File: src/rtl/pong_pkg.sv
// Shared definitions for the pong game controller and the display logic that reads its status.
// State encoding here is what the board sees on the two status LEDs.
package pong_pkg;

    localparam int SCORE_W = 6;
    localparam int TIME_W  = 7;

    typedef enum logic [1:0] {
        ST_IDLE  = 2'b00,
        ST_READY = 2'b01,
        ST_PLAY  = 2'b10,
        ST_OVER  = 2'b11
    } state_t;

endpackage

File: src/rtl/pong_sec_tick.sv
// One-second tick generator: counts 0..CLK_HZ-1 and flags the last cycle of each second.
// A restart zeroes the count so seconds are measured from the moment a game phase begins.
module pong_sec_tick #(
    parameter int CLK_HZ = 100_000_000
) (
    input  logic clk_100MHz,
    input  logic reset,
    input  logic i_restart,
    output logic o_tick
);

    localparam int                CNT_W = (CLK_HZ > 1) ? $clog2(CLK_HZ) : 1;
    localparam logic [CNT_W-1:0]  LAST  = CNT_W'(CLK_HZ - 1);

    logic [CNT_W-1:0] r_count;

    always_ff @(posedge clk_100MHz or posedge reset) begin
        if (reset) begin
            r_count <= '0;
        end else if (i_restart || (r_count == LAST)) begin
            r_count <= '0;
        end else begin
            r_count <= r_count + CNT_W'(1);
        end
    end

    assign o_tick = (r_count == LAST);

endmodule

File: src/rtl/pong_round_controller.sv
// Round sequencer for the IR pong game: get-ready countdown, timed play period, win/time-out
// detection, session high score, score-clear pulse and a beeper that follows score increments.
module pong_round_controller
    import pong_pkg::*;
#(
    parameter int CLK_HZ        = 100_000_000,
    parameter int READY_SECONDS = 3,
    parameter int ROUND_SECONDS = 60,
    parameter int TARGET_SCORE  = 50,
    parameter int BEEP_CYCLES   = 10_000_000
) (
    input  logic               clk_100MHz,
    input  logic               reset,
    input  logic               i_start_pulse,
    input  logic [SCORE_W-1:0] i_score_in,
    output logic               o_score_clear,
    output logic [1:0]         o_state_out,
    output logic [TIME_W-1:0]  o_time_left,
    output logic [SCORE_W-1:0] o_high_score,
    output logic               o_beep,
    output logic               o_win
);

    localparam int BEEP_W = $clog2(BEEP_CYCLES + 1);

    state_t              r_state;
    state_t              w_nextState;
    logic [TIME_W-1:0]   r_timeLeft;
    logic [SCORE_W-1:0]  r_highScore;
    logic [SCORE_W-1:0]  r_prevScore;
    logic [BEEP_W-1:0]   r_beepCnt;
    logic                r_beep;
    logic                r_win;
    logic                r_scoreClear;
    logic                w_tick;
    logic                w_restart;
    logic                w_lastSecond;
    logic                w_targetHit;
    logic                w_scoreUp;

    pong_sec_tick #(
        .CLK_HZ(CLK_HZ)
    ) u_sec_tick (
        .clk_100MHz(clk_100MHz),
        .reset     (reset),
        .i_restart (w_restart),
        .o_tick    (w_tick)
    );

    assign w_lastSecond = w_tick && (r_timeLeft == TIME_W'(1));
    assign w_targetHit  = (i_score_in >= SCORE_W'(TARGET_SCORE));
    assign w_scoreUp    = (r_state == ST_PLAY) && (i_score_in > r_prevScore);
    assign w_restart    = (w_nextState != r_state);

    // Reaching the target wins even when the clock runs out on the same cycle.
    always_comb begin
        w_nextState = r_state;
        unique case (r_state)
            ST_IDLE:  if (i_start_pulse) w_nextState = ST_READY;
            ST_READY: if (w_lastSecond) w_nextState = ST_PLAY;
            ST_PLAY:  if (w_targetHit || w_lastSecond) w_nextState = ST_OVER;
            ST_OVER:  if (i_start_pulse) w_nextState = ST_READY;
        endcase
    end

    always_ff @(posedge clk_100MHz or posedge reset) begin
        if (reset) begin
            r_state      <= ST_IDLE;
            r_timeLeft   <= '0;
            r_win        <= 1'b0;
            r_scoreClear <= 1'b0;
            r_highScore  <= '0;
        end else begin
            r_state      <= w_nextState;
            r_scoreClear <= w_restart && (w_nextState == ST_READY);
            if (w_restart) begin
                case (w_nextState)
                    ST_READY: r_timeLeft <= TIME_W'(READY_SECONDS);
                    ST_PLAY:  r_timeLeft <= TIME_W'(ROUND_SECONDS);
                    default:  r_timeLeft <= '0;
                endcase
                r_win <= (w_nextState == ST_OVER) && w_targetHit;
                if ((w_nextState == ST_OVER) && (i_score_in > r_highScore)) begin
                    r_highScore <= i_score_in;
                end
            end else if (w_tick && ((r_state == ST_READY) || (r_state == ST_PLAY))) begin
                r_timeLeft <= r_timeLeft - TIME_W'(1);
            end
        end
    end

    // prev_score tracks every cycle so points scored during the countdown never beep at play start.
    always_ff @(posedge clk_100MHz or posedge reset) begin
        if (reset) begin
            r_prevScore <= '0;
            r_beepCnt   <= '0;
            r_beep      <= 1'b0;
        end else begin
            r_prevScore <= i_score_in;
            if (w_scoreUp) begin
                r_beepCnt <= BEEP_W'(BEEP_CYCLES - 1);
                r_beep    <= 1'b1;
            end else if (r_beepCnt != '0) begin
                r_beepCnt <= r_beepCnt - BEEP_W'(1);
            end else begin
                r_beep <= 1'b0;
            end
        end
    end

    assign o_score_clear = r_scoreClear;
    assign o_state_out   = r_state;
    assign o_time_left   = r_timeLeft;
    assign o_high_score  = r_highScore;
    assign o_beep        = r_beep;
    assign o_win         = r_win;

endmodule

File: config.mk
export PLATFORM = sky130hd
export DESIGN_NAME = pong_round_controller
export DESIGN_NICKNAME = d
export VERILOG_FILES = /design/src/rtl/pong_pkg.sv /design/src/rtl/pong_sec_tick.sv /design/src/rtl/pong_round_controller.sv
export SDC_FILE = /design/constraint.sdc
export NUM_CORES = 1
export LEC_CHECK = 0
export CAP_MARGIN = 10
export CORE_ASPECT_RATIO = 0.6
export CORE_MARGIN = 4
export CORE_UTILIZATION = 45
export DETAILED_ROUTE_END_ITERATION = 8
export MAX_ROUTING_LAYER = met4
export PLACE_DENSITY = 0.67
export SETUP_SLACK_MARGIN = 0.5
export SLEW_MARGIN = 20
export SYNTH_ARGS = -nofsm -noshare
export SYNTH_HDL_FRONTEND = slang
export SYNTH_SLANG_ARGS = --single-unit
File: constraint.sdc
create_clock -name clk_100MHz -period 2.5 [get_ports clk_100MHz]
set_input_delay 0.5 -clock clk_100MHz [delete_from_list [all_inputs] [get_ports clk_100MHz]]
set_output_delay 0.5 -clock clk_100MHz [all_outputs]
set_load 0.1 [all_outputs]
After elaboration in Yosys (flattened, before gate mapping)
Cells that the tools add are included.
Widths: inputs -> output; s select.
{ "word_totals": {"ff_bits": 75, "latchBits": 0, "mem_bits_rw": 0, "mem_bits_ro": 0, "inputBits": 9, "out_inout_bits": 18, "word_cells": 52, "memories": 0} }
{ "op_classes": {"add_sub_neg": 3, "n_mul": 0, "n_div": 0, "order_cmp": 3, "eq_ne": 10, "shifts": 0, "muxes": 12, "bitwise_logic": 0, "reduce_logical": 15} }
{ "ops": {"columns": ["op", "n"], "rows": [
  ["$mux 24", 2],
  ["$add 27x1->27 const B", 1],
  ["$eq 27x27->1 const B", 1],
  ["$mux 27", 1],
  ["$reduce_bool 24->1", 1],
  ["$sub 24x1->24 const B", 1],
  ["$mux 7", 2],
  ["$gt 6x6->1", 2],
  ["$pmux 6 s2", 1],
  ["$eq 2x2->1 const B", 4],
  ["$eq 7x1->1 const B", 1],
  ["$sub 7x1->7 const B", 1],
  ["$ge 6x6->1 const B", 1],
  ["$logic_and 1x1->1", 6],
  ["$mux 2", 3],
  ["$pmux 2 s3", 1],
  ["$eq 2x1->1 const B", 2],
  ["$reduce_bool 2->1", 2],
  ["$logic_or 1x1->1", 3],
  ["$logic_not 2->1", 1],
  ["$mux 1", 2],
  ["$ne 2x2->1", 1],
  ["$ne 2x2->1 const B", 1],
  ["$reduce_and 2->1", 1],
  ["$reduce_or 2->1", 1]
]} }

Longest topological paths before layout
Gate-level depths: netlist of the first run.
{ "logic_depth": {"depth_word": 8, "depth_mapped": 11, "ltp_nobuf": 9} }

Modules after synthesis
Synthesis of the first run repeated with hierarchy kept, for this count alone.
{ "hier_totals": {"hier_cells": 442, "hier_area_um2": 4222.8} }
{ "by_module_without_submodules": {"columns": ["mod", "n_inst", "cells_per_inst", "area_each_um2", "seq_area_each_um2"], "rows": [
  ["pong_round_controller", 1, 288, 2748.9, 1201.2],
  ["pong_sec_tick", 1, 154, 1473.9, 675.6]
]} }

Least setup slack after synthesis of the first run
Ideal clock, no wire load.
{ "synth_path": {"path_type": "flip-flop to flip-flop", "from": "register r_state[1] (netlist: o_state_out[1])", "to": "register r_highScore[0] (netlist: o_high_score[0])", "setup_ns": 0.126, "arrival_ns": 3.035, "t_required_ns": 2.374, "setup_slack_ns": -0.661, "path_stages_with_launch": 12, "n_path_buf": 2, "period_less_slack_ns": 3.161, "cell_sequence": "dfrtp_1 inv_1 ha_1 clkbuf_1 nor2b_1 nand4b_1 o32ai_1 a31oi_4 inv_2 and4_1 buf_6 mux2_4"} }
{ "synth_via": {"elab_chain_len": 6, "word_cells_on_any_way": 13, "cone_classes": "eq/ne: 5; mux: 4; reduce/logical: 4"} }
{ "synth_lines": {"columns": ["item", "line", "source"], "rows": [
  ["from (decl)", "pong_round_controller.sv:26", "state_t r_state;"],
  ["from (signal assigned)", "pong_round_controller.sv:74", "r_state <= w_nextState;"],
  ["$eq 2x2->1 / $logic_not 2->1 (equally long branches)", "pong_round_controller.sv:58", "unique case (r_state)"],
  ["$reduce_or 2->1 (no source line)", null, null],
  ["$pmux 2 s3 (*)", "pong_round_controller.sv:58", null],
  ["net w_nextState[0]", "pong_round_controller.sv:27", "state_t w_nextState;"],
  ["$eq 2x2->1", "pong_round_controller.sv:83", "if ((w_nextState == ST_OVER) && (i_score_in > r_highScore)) begin"],
  ["$logic_and 1x1->1", "pong_round_controller.sv:83", null],
  ["$reduce_and 2->1 (no source line) (*)", null, null],
  ["to (signal assigned)", "pong_round_controller.sv:84", "r_highScore <= i_score_in;"],
  ["to (decl)", "pong_round_controller.sv:29", "logic [SCORE_W-1:0] r_highScore;"]
]} }
The timed path passes the listed nets; every way through them passes the cells marked *.
A chain may end at the register's enable or synchronous reset.

Worst setup path in the final report of the first run
{ "layout_path": {"from": "register u_sec_tick.r_count[19]", "to": "register r_highScore[5] (netlist: o_high_score[5])"} }
{ "layout_via": {"elab_chain_len": 8, "word_cells_on_any_way": 10, "cone_classes": "eq/ne: 3; mux: 3; reduce/logical: 4"} }
{ "layout_lines": {"columns": ["item", "line", "source"], "rows": [
  ["from (decl)", "pong_sec_tick.sv:15", "logic [CNT_W-1:0] r_count;"],
  ["from (signal assigned)", "pong_sec_tick.sv:23", "r_count <= r_count + CNT_W'(1);"],
  ["$eq 27x27->1 (*)", "pong_sec_tick.sv:27", "assign o_tick = (r_count == LAST);"],
  ["$logic_and 1x1->1 (*)", "pong_round_controller.sv:50", "assign w_lastSecond = w_tick && (r_timeLeft == TIME_W'(1));"],
  ["$logic_or 1x1->1", "pong_round_controller.sv:61", "ST_PLAY: if (w_targetHit || w_lastSecond) w_nextState = ST_OVER;"],
  ["$mux 2", "pong_round_controller.sv:61", null],
  ["$pmux 2 s3 (*)", "pong_round_controller.sv:58", null],
  ["net w_nextState[1]", "pong_round_controller.sv:27", null],
  ["$eq 2x2->1", "pong_round_controller.sv:83", null],
  ["$logic_and 1x1->1", "pong_round_controller.sv:83", null],
  ["$reduce_and 2->1 (no source line) (*)", null, null]
]} }
Marks and branches as above.

==> results.toml, run 1 <==
[synth]
yosys.area_share.simple_pct = 21.9
async_reset_ff_share_pct = 100
netlist.area_leader.share_pct = 47.5
syn_nets = 425
ys_seq_area_share_pct = 47.5
synth-edff-count = 0
synth_xor_area_share_pct = 11.1
yosys_warnings = 0
synth_top_family_by_area = "simple AND/OR/NAND/NOR gates"
synth.distinct_cells = 53
synth_area_leaders = "dfrtp_1 47%, xnor2_1 6.4%, ha_1 5.7%"
synth_compound_area_share_pct = 8.13
synthMuxAreaShare_pct = 2.28
syn_area_um2 = 3950
synth_seq_cells = 75
netlist_instances = 398
yosys.area.top_type = "dfrtp_1"
post_synth_fa_ha_maj_area_fraction_pct = 5.70
ys.flop_type = "dfrtp_1"
syn_area_per_cell_um2 = 9.93

[clock_tree]
htreeDepth = 3
cts_tree = "built"
clkSlewWorstSetupHoldPaths_ns = 0.06
cts_buffer_depth = 2
cts_buffers = 9
clk_latency_ns = 0.34
cts_root_buffer = "clkbuf_16"
cts_num_sinks = 75

[detailed_routing]
vias = 3268
dr.pass1.iters = 4
via_per_inst = 5.33
drc = 0
routedWlPerCell_um = 16.7
final_antenna_net_count = 0
dr.first_iter.drc_count = 310
drt-total-wl_um = 10200

[sta]
fmax_mhz = 425
worstMarginPinSlew_ns = 0.526
maxSlewViolCount = 0
period_share_pct = 94.0
finalSetupViolCount = 0
setup_ws_ns = 0.149
rsz0062_at_grt = "yes"
fin_worst_skew_ns = 0.00555
relSlewSlack_pct = 64.9
hold_viol = 0
post-route-min-period_ns = 2.35

[finish]
syn_to_final_growth_pct = 42.2
nNetsFinal = 523
multi_input_area_um2 = 2340
final-seq-area_um2 = 1890
antenna_cells = 0
n_fill_cell = 658
drive_above_1_share_pct = 36.1

[global_routing]
grt_max_degree = 29
grt_pass1_vias = 3040
grt_pass1_wl_um = 15600
grtUsageTotal_pct = 20.1
grt_overflow = 0
antenna_found_initial = 0

[pwr]
power_density_nw_per_um2 = 504
total_leakage_power_uw = 0.00244
ir_drop_mv = 0.347
fin_total_pwr_uw = 2830

[hold_path]
min_path_type = "in2reg"

[place]
dp_slack_ns = -0.264
dpl.hpwl_um = 6350
gp_congestion = 0.840
io_buffers = 26

[critical_path]
slowest_delay_ns = 0.53
cp-start-kind = "flip-flop"
path_class = "reg2reg"
cp_data_arrival_time_ns = 2.57
path_cells = "nor4_1, nand4_1, or4_4, a31oi_4, and4_4, mux2_4"
cp.required_ns = 2.72
endpoint_kind = "flip-flop"
cp_slowest_cell = "or4_4"
cp_max_fo = 6

[floorplanning]
initial_core_util_pct = 46.4
ios = 27
die_area_um2 = 10400
die_y_um = 80.6
die_w_um = 129
row_count = 26
coreArea_um2 = 8520

[flow_run]
maxCapViolCount = 0

[outcome]
status = "finished clean"
report_power, final:
| group | internal [uW] | switching, uW | leakage [uW] | total, uW |
|---|---|---|---|---|
| sequential | 1220 | 1.68 | 0.000886 | 1220 |
| combinational | 51.3 | 70.6 | 0.00139 | 122 |
| clock | 999 | 492 | 0.000169 | 1490 |
| total | 2270 | 564 | 0.00244 | 2830 |
logic make-up (layout without fill, tap and decap cells):
group / count (synthesis) / in the layout
simple gates: 172 / 172
flops: 75 / 75
xor+xnor: 50 / 50
compound gates: 43 / 45
buf+inv: 34 / 135
fa+ha+maj: 18 / 18
mux: 6 / 6
cell usage after synthesis (all sizes together), types with 2 or more instances:
cell    count
dfrtp      75
a21oi       9
mux2        6
nor2       50
xnor2      29
nand3      23
nand2      34
and4        2
a211o       2
nor2b       7
inv        25
o211ai      2
buf         2
or4         4
or3         4
clkbuf      7
o21bai      2
a31oi       2
a31o        2
nand2b      2
xor2       21
o21a        4
ha         18
and3        5
nor3       12
nand4       6
o21ai       9
nand3b      2
o22ai       2
nor4       13
or2         2
state kept, by name, indices dropped and copies added, names as in the netlist:
| signal | count |
|---|---|
| o_time_left | 7 |
| o_high_score | 6 |
| o_state_out | 2 |
| o_beep | 1 |
| o_score_clear | 1 |
| o_win | 1 |
| r_beepCnt | 24 |
| r_prevScore | 6 |
| u_sec_tick.r_count | 27 |
final timing paths:
check / from / endpoint / slack [ns] / depth (start not counted)
hold reg to reg: o_beep / o_beep / 0.48 / 2
hold / removal: i_score_in[1] / r_prevScore[1] / 0.37 / 1
min in group asynchronous: reset / u_sec_tick.r_count[10] / 0.60 / 2
setup reg to reg: u_sec_tick.r_count[19] / o_high_score[5] / 0.15 / 6
max in group asynchronous: reset / o_state_out[0] / 1.39 / 3
setup / recovery: u_sec_tick.r_count[19] / o_high_score[5] / 0.15 / 6
layout make-up:
cell class	count	area share (%)
clock buffer	11	4.32
clock inverter	5	1.78
inverter	25	1.74
multi-input combinational	291	41.7
sequential	75	33.6
tap	112	2.49
timing repair buffer	94	14.4
worst max-delay path: cells and delay by family, from the launching register on:
| kind | cells | cell delay, ns |
|---|---|---|
| compound gates | 1 | 0.19 |
| mux | 1 | 0.31 |
| flops | 1 | 0.37 |
| simple gates | 4 | 1.36 |
per-layer routing:
layer  global-route usage, %  vias up  routed length [um]
li1                        -     1577                   -
met1                    29.6     1603                5200
met2                    26.3       74                4420
met3                    5.18       14                 534
met4                    6.92        0                  87
met5                       -        -                   0
layout by cell type (no fill, tap or decap), drive strengths merged, types with 3 or more instances in the layout:
cell type and instances:
nand2 34, nand3 23, dfrtp 75, buf 85, nor3 12, clkdlybuf4s50 4
a21oi 10, ha 18, o21a 4, or4 4, inv 24, bufinv 3
and3 5, a31o 3, or3 4, nor4 13, mux2 6, o21ai 9
xor2 21, nor2 50, dlygate4sd2 3, clkbuf 13, nand4 6, nor2b 7
xnor2 29
stage by stage:
stage	hold slack (ns)	setup TNS [ns]	cell area (um^2)	instances	util (%)
final	0.371	0	5620	613	66.0
after global routing	0.357	0	5620	613	66.0
after CTS	0.471	0	5300	599	62.2
after detailed placement	0.465	-5.16	4740	571	55.6
after global placement	0.459	-3.42	4740	571	55.6
after floorplan	0.452	-0.656	4060	398	-
what timing repair did:
action                     CTS  global route
gates resized for setup     32            47
hold buffers                 0             0
setup endpoints to repair   65            66
pin swaps                   21            34
buffers inserted            10            10
cloned                       2             4
No activity file was read; power rests on OpenSTA's default activity.
==> run 2: changes to the inputs <==
--- a/config.mk
+++ b/config.mk
@@ -8,10 +8,10 @@
 export CAP_MARGIN = 10
 export CORE_ASPECT_RATIO = 0.6
 export CORE_MARGIN = 4
-export CORE_UTILIZATION = 45
+export CORE_UTILIZATION = 40
 export DETAILED_ROUTE_END_ITERATION = 8
 export MAX_ROUTING_LAYER = met4
-export PLACE_DENSITY = 0.67
+export PLACE_DENSITY = 0.61
 export SETUP_SLACK_MARGIN = 0.5
 export SLEW_MARGIN = 20
 export SYNTH_ARGS = -nofsm -noshare
==> results.toml, run 2 (same netlist as run 1, synthesis figures left out) <==
[pwr]
ir_drop_mv = 0.321
pwr-share-seq_pct = 47.3
p_clk_share_pct = 48.5
internal-power_uw = 2050
p_switching_uw = 536
power_frac_comb_pct = 4.3
swShare_pct = 20.8
power_density_nw_per_um2 = 440
total_leakage_power_uw = 0.00256

[clock_tree]
cts_buffer_depth = 2
cts_buffers = 9
cts_tree = "built"
clkSlewWorstSetupHoldPaths_ns = 0.06
cts_num_sinks = 75
clk_latency_ns = 0.33
cts_hold_buf = 0
cts_root_buffer = "clkbuf_16"
htreeDepth = 3

[detailed_routing]
via_per_inst = 5.09
routedWlPerCell_um = 16.0
vias = 3293
drt-total-wl_um = 10400
final_antenna_net_count = 0
route.met2.wl_um = 4510
dr.first_iter.drc_count = 170
wl_met3_um = 480
dr.pass1.iters = 5
top_layer = "met4"
drc = 0
drt-met1-wl_um = 5260

[critical_path]
slowest_delay_ns = 0.45
cp_slowest_cell = "dfrtp_2"
cp.required_ns = 2.72
cp_max_fo = 6
path_cells = "ha_4, o21a_1, a221oi_2, o32ai_4, a31oi_4, inv_2, and4_4, mux2_4"
endpoint_kind = "flip-flop"
cp_data_arrival_time_ns = 2.58
path_class = "reg2reg"
r2r_setup_slack_ns = 0.14
cp-start-kind = "flip-flop"

[flow_run]
maxCapViolCount = 0

[finish]
drive_above_1_share_pct = 44.1
n_fill_cell = 771
multi_input_area_um2 = 2480
largest-register = "u_sec_tick.r_count"
nNetsFinal = 539
layout_commonest_cell = "buf_4"
post-route-util_pct = 62.5
final_cell_mix = "89 x buf_4, 64 x dfrtp_1, 31 x nand2_1"
final-seq-area_um2 = 1890
largest_reg_flops = 27
syn_to_final_growth_pct = 48.4
antenna_cells = 0

[sta]
setup_ws_ns = 0.137
fmax_mhz = 423
post-route-min-period_ns = 2.36
period_share_pct = 94.5
fin_worst_skew_ns = 0.00614
relSlewSlack_pct = 63.6
maxSlewViolCount = 0
rsz0062_at_grt = "yes"
worstMarginPinSlew_ns = 0.545
finalSetupViolCount = 0
hold_viol = 0

[floorplanning]
row_count = 27
initial_core_util_pct = 42.1
die_y_um = 85.0
die_w_um = 136
coreArea_um2 = 9390
die_area_um2 = 11600
ios = 27

[global_routing]
grt_overflow = 0
antenna_found_initial = 0
grt_pass1_wl_um = 15900
grt_max_degree = 43
grtUsageTotal_pct = 18.0
grt_pass1_vias = 3097

[place]
dpl.hpwl_um = 6450
io_buffers = 26
gp_congestion = 0.797
dp_slack_ns = -0.279

[outcome]
status = "finished clean"

[hold_path]
min_path_type = "in2reg"
## run 2: changes by cell type in the layout (fill, tap and decap cells not counted), moves of 3 or more
| cell | previous run | this run |
|---|---|---|
| buf_6 | 6 | 10 |
| nor2_2 | 0 | 11 |
| buf_4 | 75 | 89 |
| nor2_1 | 47 | 24 |
| clkbuf_8 | 1 | 4 |
| dfrtp_1 | 67 | 64 |
| nor3_1 | 3 | 6 |
| nor3_2 | 7 | 2 |
| a21oi_1 | 6 | 3 |
| a21oi_2 | 1 | 5 |
| bufinv_16 | 3 | 0 |
| dfrtp_2 | 8 | 11 |
| nor2_4 | 3 | 15 |
## run 2: final timing paths
kind / startpoint / endpoint / depth (start not counted)
hold / removal: i_score_in[2] / r_prevScore[2] / 2
hold reg to reg: o_beep / o_beep / 2
setup / recovery: o_state_out[1] / o_high_score[2] / 8
max in group asynchronous: reset / o_time_left[3] / 3
min in group asynchronous: reset / r_beepCnt[15] / 3
setup reg to reg: o_state_out[1] / o_high_score[2] / 8
## run 2: final cells by class
cell class              instances  share of cell area [%]
well taps                     130                    2.77
clock inverters                 1                  0.0853
flip-flops and latches         75                    32.2
clock buffers                  15                    4.90
inverters                      25                    1.66
repair buffers                111                    16.1
multi-input cells             290                    42.3
## run 2: power by group through the flow
stage / registers, uW / logic (uW) / clock network (uW)
after CTS: 1220 / 105 / 1290
final: 1220 / 111 / 1250
after floorplan: 1240 / 47.6 / 0
after global routing: 1220 / 124 / 1340
after global placement: 1240 / 93.4 / 0
after detailed placement: 1240 / 96.7 / 0
## run 2: worst max-delay path, delay by kind of cell, from the launching register on
| kind | cells | cell delay (ns) |
|---|---|---|
| AOI/OAI and AO/OA | 4 | 0.94 |
| adders and majority gates | 1 | 0.28 |
| buffers and inverters | 1 | 0.05 |
| DFF | 1 | 0.45 |
| muxes | 1 | 0.30 |
| and+or+nand+nor | 1 | 0.22 |
## run 2: timing repair
item,4_1_cts,5_1_grt
setup endpoints to repair,66,64
cloned,5,0
pin swaps,17,40
buffers inserted,13,17
gates resized for setup,42,96
## run 2: metrics by stage
stage	TNS (ns)	total power, uW	hold slack, ns	cells	cell area [um^2]
finish	0	2580	0.471	647	5870
global route	0	2690	0.461	647	5870
CTS	0	2610	0.483	630	5370
detailed placement	-3.25	1340	0.469	596	4770
global placement	-2.22	1340	0.463	596	4770
floorplan	-0.656	1290	0.452	398	4060
## run 2: layer usage
layer,GRT usage (%),vias to the layer above
met5,-,-
met4,3.93,0
met3,5.09,16
met2,23.7,68
met1,27.2,1595
li1,-,1614
